==> config.mk <==
export PLATFORM = sky130hd
export DESIGN_NAME = mole_round_controller
export DESIGN_NICKNAME = d
export VERILOG_FILES = /design/src/rtl/mole_round_controller.sv
export SDC_FILE = /design/constraint.sdc
export NUM_CORES = 1
export LEC_CHECK = 0
export ABC_AREA = 1
export CAP_MARGIN = 20
export CORE_ASPECT_RATIO = 0.6
export CORE_MARGIN = 1
export CORE_UTILIZATION = 53
export DETAILED_ROUTE_END_ITERATION = 8
export HOLD_SLACK_MARGIN = 0.06
export PLACE_DENSITY = 0.82
export SYNTH_ARGS = -nofsm -noshare
export SYNTH_HDL_FRONTEND = slang
export SYNTH_SLANG_ARGS = --single-unit
==> constraint.sdc <==
create_clock -name clk -period 1.8 [get_ports clk]
set_input_delay 0.36 -clock clk [delete_from_list [all_inputs] [get_ports clk]]
set_output_delay 0.36 -clock clk [all_outputs]
set_load 0.02 [all_outputs]
==> src/rtl/mole_round_controller.sv <==
// mole_round_controller
// Round sequencer for the whack-a-box game: picks a target box from the
// mapped LFSR value, lights it for a bounded show window, judges the
// player's strike and keeps score, misses and round count until the game
// ends, either by exhausting the rounds or by reaching the miss limit.
//
// state  | meaning
// -------+---------------------------------------------------------------
// IDLE   | after reset, waiting for start
// GAP    | blank interval between rounds, no box lit
// PICK   | sample box_rand, reject repeats of the previous target (max 3x)
// SHOW   | target lit, waiting for a strike or the show timeout
// JUDGE  | one-cycle round_done, count the round, decide GAP or OVER
// OVER   | game finished, results held, waiting for start

module mole_round_controller #(
    parameter logic [31:0] SHOW_CYCLES = 32'd50_000_000,
    parameter logic [31:0] GAP_CYCLES  = 32'd12_500_000,
    parameter logic [7:0]  MAX_ROUNDS  = 8'd20,
    parameter logic [3:0]  MAX_MISSES  = 4'd5
) (
    input  logic       clk,
    input  logic       resetn,
    input  logic       start,
    input  logic [2:0] box_rand,
    input  logic       hit_valid,
    input  logic [2:0] hit_box,
    output logic [2:0] target_box,
    output logic       target_valid,
    output logic       round_done,
    output logic       hit_flag,
    output logic [7:0] score,
    output logic [3:0] misses,
    output logic [7:0] rounds,
    output logic       game_over
);

    typedef enum logic [2:0] {
        S_IDLE,
        S_GAP,
        S_PICK,
        S_SHOW,
        S_JUDGE,
        S_OVER
    } state_t;

    state_t      state;
    logic [31:0] timer;
    logic [1:0]  retry;
    logic [2:0]  last_box;

    logic [2:0]  pick_box;
    logic [7:0]  score_inc;
    logic [3:0]  misses_inc;
    logic [7:0]  rounds_next;

    // Map illegal LFSR values onto box 1 and precompute saturating increments
    always_comb begin
        pick_box    = ((box_rand >= 3'd1) && (box_rand <= 3'd4)) ? box_rand : 3'd1;
        score_inc   = (score == 8'hFF) ? score : score + 8'd1;
        misses_inc  = (misses == 4'hF) ? misses : misses + 4'd1;
        rounds_next = rounds + 8'd1;
    end

    // Round sequencing FSM with registered outputs
    always_ff @(posedge clk or negedge resetn) begin
        if (!resetn) begin
            state        <= S_IDLE;
            timer        <= '0;
            retry        <= '0;
            last_box     <= '0;
            target_box   <= '0;
            target_valid <= 1'b0;
            round_done   <= 1'b0;
            hit_flag     <= 1'b0;
            score        <= '0;
            misses       <= '0;
            rounds       <= '0;
            game_over    <= 1'b0;
        end else begin
            round_done <= 1'b0;
            case (state)
                S_IDLE, S_OVER: begin
                    // last_box deliberately survives a restart so the first
                    // target of a new game still avoids the previous one
                    if (start) begin
                        state     <= S_GAP;
                        score     <= '0;
                        misses    <= '0;
                        rounds    <= '0;
                        hit_flag  <= 1'b0;
                        timer     <= '0;
                        game_over <= 1'b0;
                    end
                end
                S_GAP: begin
                    target_box <= '0;
                    if (timer == GAP_CYCLES - 32'd1) begin
                        timer <= '0;
                        state <= S_PICK;
                    end else begin
                        timer <= timer + 32'd1;
                    end
                end
                S_PICK: begin
                    if ((pick_box != last_box) || (retry == 2'd3)) begin
                        target_box   <= pick_box;
                        last_box     <= pick_box;
                        retry        <= '0;
                        target_valid <= 1'b1;
                        timer        <= '0;
                        state        <= S_SHOW;
                    end else begin
                        retry <= retry + 2'd1;
                    end
                end
                S_SHOW: begin
                    // A strike on the final show cycle wins over the timeout
                    if (hit_valid || (timer == SHOW_CYCLES - 32'd1)) begin
                        target_box   <= '0;
                        target_valid <= 1'b0;
                        timer        <= '0;
                        round_done   <= 1'b1;
                        state        <= S_JUDGE;
                        if (hit_valid && (hit_box == target_box)) begin
                            hit_flag <= 1'b1;
                            score    <= score_inc;
                        end else begin
                            hit_flag <= 1'b0;
                            misses   <= misses_inc;
                        end
                    end else begin
                        timer <= timer + 32'd1;
                    end
                end
                S_JUDGE: begin
                    rounds <= rounds_next;
                    if (misses == MAX_MISSES) begin
                        state     <= S_OVER;
                        game_over <= 1'b1;
                    end else if (rounds_next == MAX_ROUNDS) begin
                        state     <= S_OVER;
                        game_over <= 1'b1;
                    end else begin
                        state <= S_GAP;
                    end
                end
                default: begin
                    state <= S_IDLE;
                end
            endcase
        end
    end

endmodule

---- Word level (Yosys, flattened, before mapping) ----
Index checks and enable logic that the tools add are counted.
storage, ports and cells
  flip-flop bits (word level) ............. 67
  input bits .............................. 10
  word-level logic and storage cells ...... 103
cells by class
  multiplexer cells ....................... 40
  reduce and logical (&&, ||, !) cells .... 21
  $add $sub $neg .......................... 5
  order comparisons ....................... 2
  eq/ne operators ......................... 23
operators by type and width
  operator               count
  $mux 32                4
  $pmux 32 s4            1
  $add 32x1->32 const B  1
  $eq 32x24->1 const B   1
  $eq 32x26->1 const B   1
  $mux 8                 4
  $pmux 8 s2             2
  $mux 3                 9
  $add 8x1->8 const B    2
  $mux 4                 4
  $ne 2x2->1 const B     8
  $pmux 3 s5             1
  $reduce_and 3->1       5
  $reduce_and 5->1       2
  $mux 1                 9
  $pmux 3 s3             1
  $eq 8x5->1 const B     1
  $eq 8x8->1 const B     1
  $pmux 4 s2             1
  $eq 3x2->1 const B     2
  $eq 3x3->1 const B     2
  $pmux 1 s2             3
  $reduce_bool 2->1      3
  $add 4x1->4 const B    1
  other kinds (19)       22

---- Logic depth before layout (Yosys ltp) ----
Gate-level depths: netlist of run 1.
  word-level depth ........................ 7
  depth in mapped cells ................... 13
  gate-level depth less buffers ........... 13

---- Least setup slack after synthesis of run 1 ----
OpenSTA, ideal clock, no wires.
  path type ............................... register to register
  from .................................... register timer[0]
  to ...................................... register timer[11]
  arrival ................................. 1.618 ns
  clock period less this slack ............ 1.735 ns
  cell stages (with the launch flop) ...... 14
  slack ................................... 0.065 ns
  buffers on the path ..................... 1
  cell sequence ........................... dfrtp_1 ha_1 inv_1 nor2_4 nand3_1 nor2_1 nand2_1 nand2_2 inv_2 buf_6 nand3_1 nand2_1 clkinv_1 nand2_1
between the ends
  word-level cells in the longest chain between the ends .. 4
ends and longest elaborated chain
  element                                                                line  text
  from (decl)                                                            48    logic [31:0] timer;
  from (signal assigned)                                                 102   timer <= timer + 32'd1;
  from (signal assigned)                                                 133   timer <= timer + 32'd1;
  parallel branches: the longest is 3 deep, another holds $add 32x1->32  -
  $pmux 32 s4 *                                                          82    case (state)
Every way passes the cells marked *.
A chain may end at the register's enable or synchronous reset.

---- Worst setup path after layout of run 1 ----
  from .................................... register timer[1]
  to ...................................... register state[2]
between the ends
  word-level cells in the longest chain between the ends .. 4
ends and longest elaborated chain
  element                       line  text
  $eq 32x26->1                  119   if (hit_valid || (timer == SHOW_CYCLES - 32'd1)) begin
  $logic_or 1x1->1              119
  $ne 2x2->1 (no line)          -
  $reduce_and 4->1 (no line) *  -
  to (signal assigned)          112   state <= S_SHOW;
  to (signal assigned)          124   state <= S_JUDGE;
  to (signal assigned)          139   state <= S_OVER;
  to (decl)                     47    state_t state;
Mark *: on every way between the ends. The rest lies on a longest branch, timed or not.

==> impl_results.md, run 1 <==
* Vias at 5,135
* Finish-stage setup viols at 0
* Maxcap violations at 0
* CP endpoint kind: flip-flop
* Most frequent cell after synthesis: nand2_1
* GRT Residual Overflow at 0
* Syn Std Cell Area at between 4000 and 5000 um^2
* 1st-iter DRT viols at 650
* Area growth syn-to-layout at 29.67%
* Vias in the first global route at roughly 4,500
* Register area share after synthesis at a little over a third
* Area of the multi-input gates at between 2000 and 3000 um^2
* Outcome: completed
* Critical-path maximum fanout at 5
* Synth Instances at between 700 and 800
* CP required at 2.02 ns
* Cell Pwr Density at around 1100 nW/um^2
* Clk sinks at 67
* Ys async rst share at between 90% and 100%
* Routed Antenna Nets at 0
* Initial antenna violation count at 0
* Hold crit path type: input pin to flip-flop
* Ys flop type: dfrtp_1
* First-pass DRT Iterations at 5
* H-tree lvl count at 3
* Fin. Hold Viols at 0
* TritonCTS Buffers at 9
* Leakage at slightly above 3 nW
* Fin util at between 70% and 80%
* Fin. max-slew vios at 0
* Num rows at 26
* First-pass GRT wire length at about 22,000 um
* Die Width at approximately 120 um
* Number of synthesized register bits at 67
* EDFF count, synth at 0
* Fillers at 679
* Relative slew slack at between 70% and 80%
* Port bufs at 36
* Die height at between 70 and 80 um
* Startpoint Class: flip-flop
* Top post-synthesis cells by area: dfrtp_1 (36%), nand2_1 (23%), nor2_1 (8.8%)
* Setup Skew at just under 0.006 ns
* Root Buffer: clkbuf_16
* Avg Inst Size Synth at between 6 and 7 um^2
* Maximum vdd drop at roughly 0.7 mV
* DRC viols at 0
* Cell count after placement at 914
* Clk buf depth at 2
* CP Data Arrival Time at 2.01 ns
* Crit share post-route at between 90% and 100%
* Global-route met3 utilization at under 10%
* Top post-synthesis cells by count: nand2_1 (281), nor2_1 (110), inv_1 (81)
* Gr usage total at a little under a third
* Ys Warns at 0
* Fraction of layout cells with a size suffix above 1 at between 10% and 20%
* Number of diodes at 0
* Finished Layout Cells at around 940
* Post-DR wirelength/cell at between 10 and 15 um
* RSZ-0062 raised after global routing: yes
* Initial Util at between 50% and 60%
* Busiest grt layer: met2
* Final Hold Slack at about 0.46 ns
* Clk pin slew, worst setup/hold paths at around 0.060 ns
* CP Class: flip-flop to flip-flop
* CTS tree: yes
* Nets at 841
* Die area at ~9200 um^2
* Post-synth cell types at 34
* Gp weighted congestion at roughly 1
* Core area at roughly 8500 um^2
* Ports at 37
* Clock Latency Late Sink at around 0.34 ns
* Synth top area share at a little over a third
* Final HPWL DP at 9986 um
* Syn nets at ~750
* Yosys top cell by area: dfrtp_1
* Met1 Track Usage GR at a little under half
* Largest net degree at the start of global routing at 68
* Min Tclk post-route at 1.783 ns
* Slew @ Worst Pin at 0.3904 ns
* Met2 GRT Util at 47.05%
* Vias per cell at 5.451
* Register Area at roughly 1700 um^2
* Total Wirelength at about 14,000 um
* Fmax at 560.7 MHz
==> registers in the layout, summed over array words and instances, names as in the netlist <==
| name | cells |
|---|---|
| round_done | 1 |
| last_box | 3 |
| state | 3 |
| target_box | 3 |
| target_valid | 1 |
| rounds | 8 |
| timer | 32 |
| game_over | 1 |
| score | 8 |
| misses | 4 |
| hit_flag | 1 |
| retry | 2 |
==> cell usage in the layout, fill, tap and decap left out, drive strengths merged, types with 13 or more instances in the layout <==
| cell type | synthesis | routed |
|---|---|---|
| inv | 86 | 87 |
| nand4 | 18 | 18 |
| xor2 | 13 | 13 |
| o21ai | 23 | 23 |
| dfrtp | 67 | 67 |
| buf | 11 | 54 |
| nor2 | 115 | 115 |
| clkdlybuf4s50 | 0 | 23 |
| nand2 | 285 | 285 |
| nand3 | 52 | 52 |
| a21oi | 16 | 16 |
==> critical path: stages, from the launching register on <==
cell,delay [ns]
dfrtp_1,0.39
ha_4,0.16
inv_1,0.06
nor2_4,0.15
nand3_1,0.11
nor2_2,0.16
nand2_1,0.11
nand2_1,0.12
nand3_2,0.14
o21ai_1,0.17
nand2_1,0.08
==> cells by family after synthesis <==
| group | synth area share (%) |
|---|---|
| and+or+nand+nor | 43.88 |
| adders and majority gates | 1.608 |
| xor gates and xnor gates | 4.128 |
| AOI/OAI and AO/OA | 5.361 |
| DFF | 35.92 |
| buffers and inverters | 9.113 |
==> worst paths after layout <==
path                            slack [ns]  cells past startpoint            end         from
worst max-delay path                  0.02                     10       state[2]     timer[1]
worst min-delay path                  0.46                      3  target_box[2]  box_rand[2]
worst max register to register        0.02                     10       state[2]     timer[1]
worst min register to register        0.49                      2       retry[1]     retry[1]
max in group asynchronous             0.89                      3       timer[8]       resetn
min in group asynchronous             0.56                      3      timer[10]       resetn
==> area by class of cell <==
class                   count  area share (%)
clock buffers              10           3.783
clock inverters             6           1.860
inverters                  91           5.684
multi-input cells         565           44.23
flip-flops and latches     67           27.86
well taps                 112           2.315
repair buffers             91           14.26
==> repair_timing <==
| item | in CTS | in global routing |
|---|---|---|
| cloned | 0 | 1 |
| gates resized for setup | 2 | 55 |
| buffers inserted | 0 | 10 |
| pin swaps | 0 | 7 |
| hold buffers | 1 | 0 |
| endpoints found under the hold margin | 32 | 0 |
| setup endpoints to repair | 5 | 64 |
==> report_power, final <==
group	internal, mW	leakage [nW]	switching, mW
sequential	1.71	0.907	0.212
clock	1.36	0.167	0.684
combinational	1.03	2.01	1.77
==> stage by stage <==
| stage | cell area (um^2) | setup TNS (ns) | power [mW] | setup slack [ns] |
|---|---|---|---|---|
| after global routing | 6053 | -1.174 | 7.098 | -0.09342 |
| final | 6053 | 0 | 6.759 | 0.01655 |
| after CTS | 5797 | 0 | 6.417 | 0.0001072 |
| after floorplan | 4668 | 0 | 3.418 | 0.06542 |
| after detailed placement | 5440 | -14.09 | 4.350 | -0.3430 |
| after global placement | 5440 | -9.200 | 4.263 | -0.2332 |
==> metal layers <==
metal  routed length (um)  up-vias
met3                 1625       25
li1                     -     2460
met1                 6323     2406
met5                    0        -
met2                 6002      244
met4                  170        0
(Power assumes the default switching activity.)
==> run 2: changes to the inputs <==
ABC_AREA = not set   (was 1)
CORE_UTILIZATION = 52   (was 53)
CTS_CLUSTER_SIZE = 16   (was not set)
==> run 2 against run 1 <==
The run now ends with negative setup slack left. Final area fell by 0.43%. Worst setup slack worse by 0.57 ns. Critical endpoint is now timer[23]. Critical path depth shrank 2. Critical path type unchanged. Fmax down 24%. Non-clock buffer count grew 59. Global-route usage is 5.0 points higher.
==> impl_results.md, run 2 <==
* Worst path slowest cell: dfrtp_1
* Register Area at ~1700 um^2
* RSZ-0062 raised after global routing: yes
* Syn Std Cell Area at about 3800 um^2
* Area growth syn-to-layout at 58.19%
* Syn nets at between 400 and 500
* TritonCTS Buffers at 9
* Post-DR wirelength/cell at roughly 26 um
* CP Class: flip-flop to flip-flop
* Min Tclk post-route at between 2 and 2.5 ns
* Die area at a little under 8000 um^2
* Fin. Hold Viols at 0
* Slew @ Worst Pin at about 0.46 ns
* Ys async rst share at 100.0%
* Buf+Inv Stages, Crit Path at 2
* Crit share post-route at 130.5%
* Post-DP Area at just under 5000 um^2
* Post-route design area at about 6000 um^2
* Final Hold Slack at about 0.52 ns
* Startpoint Class: flip-flop
* Clk pin slew, worst setup/hold paths at ~0.06 ns
* Fmax at ~430 MHz
* Port bufs at 36
* Clock Latency Late Sink at about 0.35 ns
* Reg-to-Reg Start: timer[1]
* Commonest non-fill, non-tap cell in the layout: buf_4
* Ports at 37
* Ys flop type: dfrtp_1
* Fillers at between 200 and 300
* Final setup margin at -0.5490 ns
* Fin. max-slew vios at 0
* Initial antenna violation count at 0
* Post-synthesis adder-cell area fraction at under 10%
* Mux cell area share after synthesis at less than 1%
* Maxcap violations at 0
* Initial Util at 55.39%
* Finish-stage setup viols at between 40 and 50
* Failing checks: negative setup slack
* Post-Synth Simple-Gate Area at between 20% and 30%
* Synth top area share at approximately 44%
* Switching Fraction at 34.13%
* Compound-cell area share of the yosys netlist at between 10% and 20%
* Top Registers: timer x32, rounds x8, score x8
* GRT Residual Overflow at 0
* CP endpoint kind: flip-flop
* Yosys top cell by area: dfrtp_1
* Clock power frac at a little under a third
* CP required at roughly 2.0 ns
* Hold crit path type: flip-flop to flip-flop
* Cell Pwr Density at 929.7 nW/um^2
* Core area at just under 7000 um^2
* Leakage at around 3.1 nW
* Cell count after placement at approximately 600
* H-tree lvl count at 3
* 1st-iter DRT viols at between 800 and 900
* Clk buf depth at 2
* Num rows at 23
* Top post-synthesis cells by area: dfrtp_1 (44%), a211o_1 (3.9%), and3_1 (3.8%)
* Max reg flops at 32
* Routed Antenna Nets at 0
* Gp weighted congestion at 0.8457
* Ys Warns at 0
* Slowest Stage Delay on Critical Path at between 0.3 and 0.4 ns
* Nets at 570
* Total Wirelength at between 15,000 and 20,000 um
* Final HPWL DP at about 7500 um
* Clk sinks at 67
* Vias at around 4,700
* Largest family of logic cells by synthesized area: simple AND/OR/NAND/NOR gates
* CTS tree: yes
* Register share of total power at 33.5%
* Maximum vdd drop at around 0.52 mV
* First-pass DRT Iterations at 6
* Setup Skew at between 0.006 and 0.007 ns
* Synth Instances at 412
* Area of the multi-input gates at roughly 2500 um^2
* Outcome: finished, violations left
* CP Data Arrival Time at between 2 and 3 ns
* Delay-heaviest family, CP: simple AND/OR/NAND/NOR gates
* Vias per cell at approximately 7.3
* Largest net degree at the start of global routing at about 70
* Vias in the first global route at 4,099
* First-pass GRT wire length at roughly 21,000 um
* Cell chain of the critical path: buf_4, and3_1, nand4_1, nor3_1, buf_4, nand4_1, and3_1, a211o_1
* Relative slew slack at between 60% and 70%
* Critical-path maximum fanout at 4
* Die height at approximately 70 um
* Finished Layout Cells at about 650
* EDFF count, synth at 0
* Portion of total power attributed to combinational logic at a little over a third
* Pint at approximately 3.7 mW
* Top post-synthesis cells by count: dfrtp_1 (67), nor2_1 (38), nand2_1 (35)
* Number of diodes at 0
* Synth Area in XOR/XNOR at 3.448%
* Number of synthesized register bits at 67
* Die Width at about 110 um
* Top reg by flops: timer
* Avg Inst Size Synth at around 9.2 um^2
* Gr usage total at around 37%
* Net Sw Power at roughly 1.9 mW
* Root Buffer: clkbuf_16
* Commonest non-fill, non-tap cells in the layout: buf_4 (85), dfrtp_1 (64), nand2_1 (33), nor2_1 (32), nand3_1 (21)
* Most frequent cell after synthesis: dfrtp_1
* Hold path start: game_over
* Register area share after synthesis at between 40% and 50%
* Fraction of layout cells with a size suffix above 1 at just under 40%
* Post-synth cell types at 53
* Crit path from: timer[1]
* DRC viols at 0
[run 2: changes by cell type after synthesis, sizes merged, moves of 8 or more]
| cell | delta |
|---|---|
| and3 | +23 |
| nor3 | +17 |
| xor2 | -10 |
| nor4 | +9 |
| a211o | +17 |
| inv | -78 |
| a221o | +10 |
| clkbuf | +9 |
| nand2b | +8 |
| nand2 | -250 |
| nand3 | -31 |
| nor2 | -76 |
| a21oi | -10 |
[run 2: power groups by stage]
| stage | clock [mW] | sequential, mW | combinational (mW) |
|---|---|---|---|
| finish | 1.71 | 1.88 | 2.02 |
| detailed placement | 0 | 1.85 | 1.37 |
| global placement | 0 | 1.84 | 1.30 |
| floorplan | 0 | 1.91 | 0.685 |
| global route | 1.74 | 1.88 | 2.09 |
| CTS | 1.68 | 1.83 | 1.65 |
[run 2: final timing paths]
check / slack [ns] / cells past startpoint / endpoint
setup / recovery: -0.55 / 8 / timer[23]
hold / removal: 0.52 / 2 / game_over
setup reg to reg: -0.55 / 8 / timer[23]
hold reg to reg: 0.52 / 2 / game_over
max in group asynchronous: 0.90 / 3 / timer[6]
min in group asynchronous: 0.55 / 3 / timer[28]
[run 2: timing repair]
item | in CTS | in global routing
pin swaps | 26 | 31
gates cloned | 3 | 4
endpoints found under the setup margin | 58 | 74
buffers inserted | 17 | 8
hold buffers | 1 | 0
hold endpoints to repair | 14 | 0
gates resized for setup | 65 | 76
[run 2: stage by stage]
stage / power, mW / TNS, ns / util, % / setup WS [ns]
2_1_floorplan: 2.590 / -7.785 / - / -0.3014
3_3_place_gp: 3.144 / -29.29 / 71.98 / -0.6548
3_5_place_dp: 3.220 / -34.03 / 71.98 / -0.8137
4_1_cts: 5.156 / -9.509 / 82.15 / -0.2974
5_1_grt: 5.712 / -21.85 / 87.63 / -0.5992
6_report: 5.603 / -18.75 / 87.63 / -0.5490
[run 2: worst register-to-register path, cell delays in order (launching register included)]
cell	delay, ns
dfrtp_1	0.37
buf_4	0.12
and3_1	0.22
nand4_1	0.32
nor3_1	0.35
buf_4	0.18
nand4_1	0.16
and3_1	0.26
a211o_1	0.25
[run 2: layout make-up]
class	instances	share of cell area, %
clock buffers	13	4.484
clock inverters	2	0.1661
inverters	8	0.5605
multi-input cells	318	41.35
flip-flops and latches	67	27.88
well taps	87	1.806
repair buffers	150	23.75
[run 2: logic make-up (layout without fill, tap and decap cells)]
| group | count (synthesis) | count (layout) |
|---|---|---|
| fa+ha+maj | 6 | 6 |
| compound gates | 97 | 97 |
| xor+xnor | 15 | 15 |
| mux | 3 | 3 |
| flops | 67 | 67 |
| simple gates | 197 | 197 |
| buf+inv | 27 | 173 |
[run 2: per-layer routing]
| layer | wire, um | part of all wire (%) | GRT usage (%) |
|---|---|---|---|
| met1 | 6097 | 36 | 47.08 |
| met2 | 7487 | 44 | 59.47 |
| met3 | 2115 | 13 | 8.857 |
| met4 | 1196 | 7.1 | 17.50 |
| met5 | 0 | 0 | 0 |
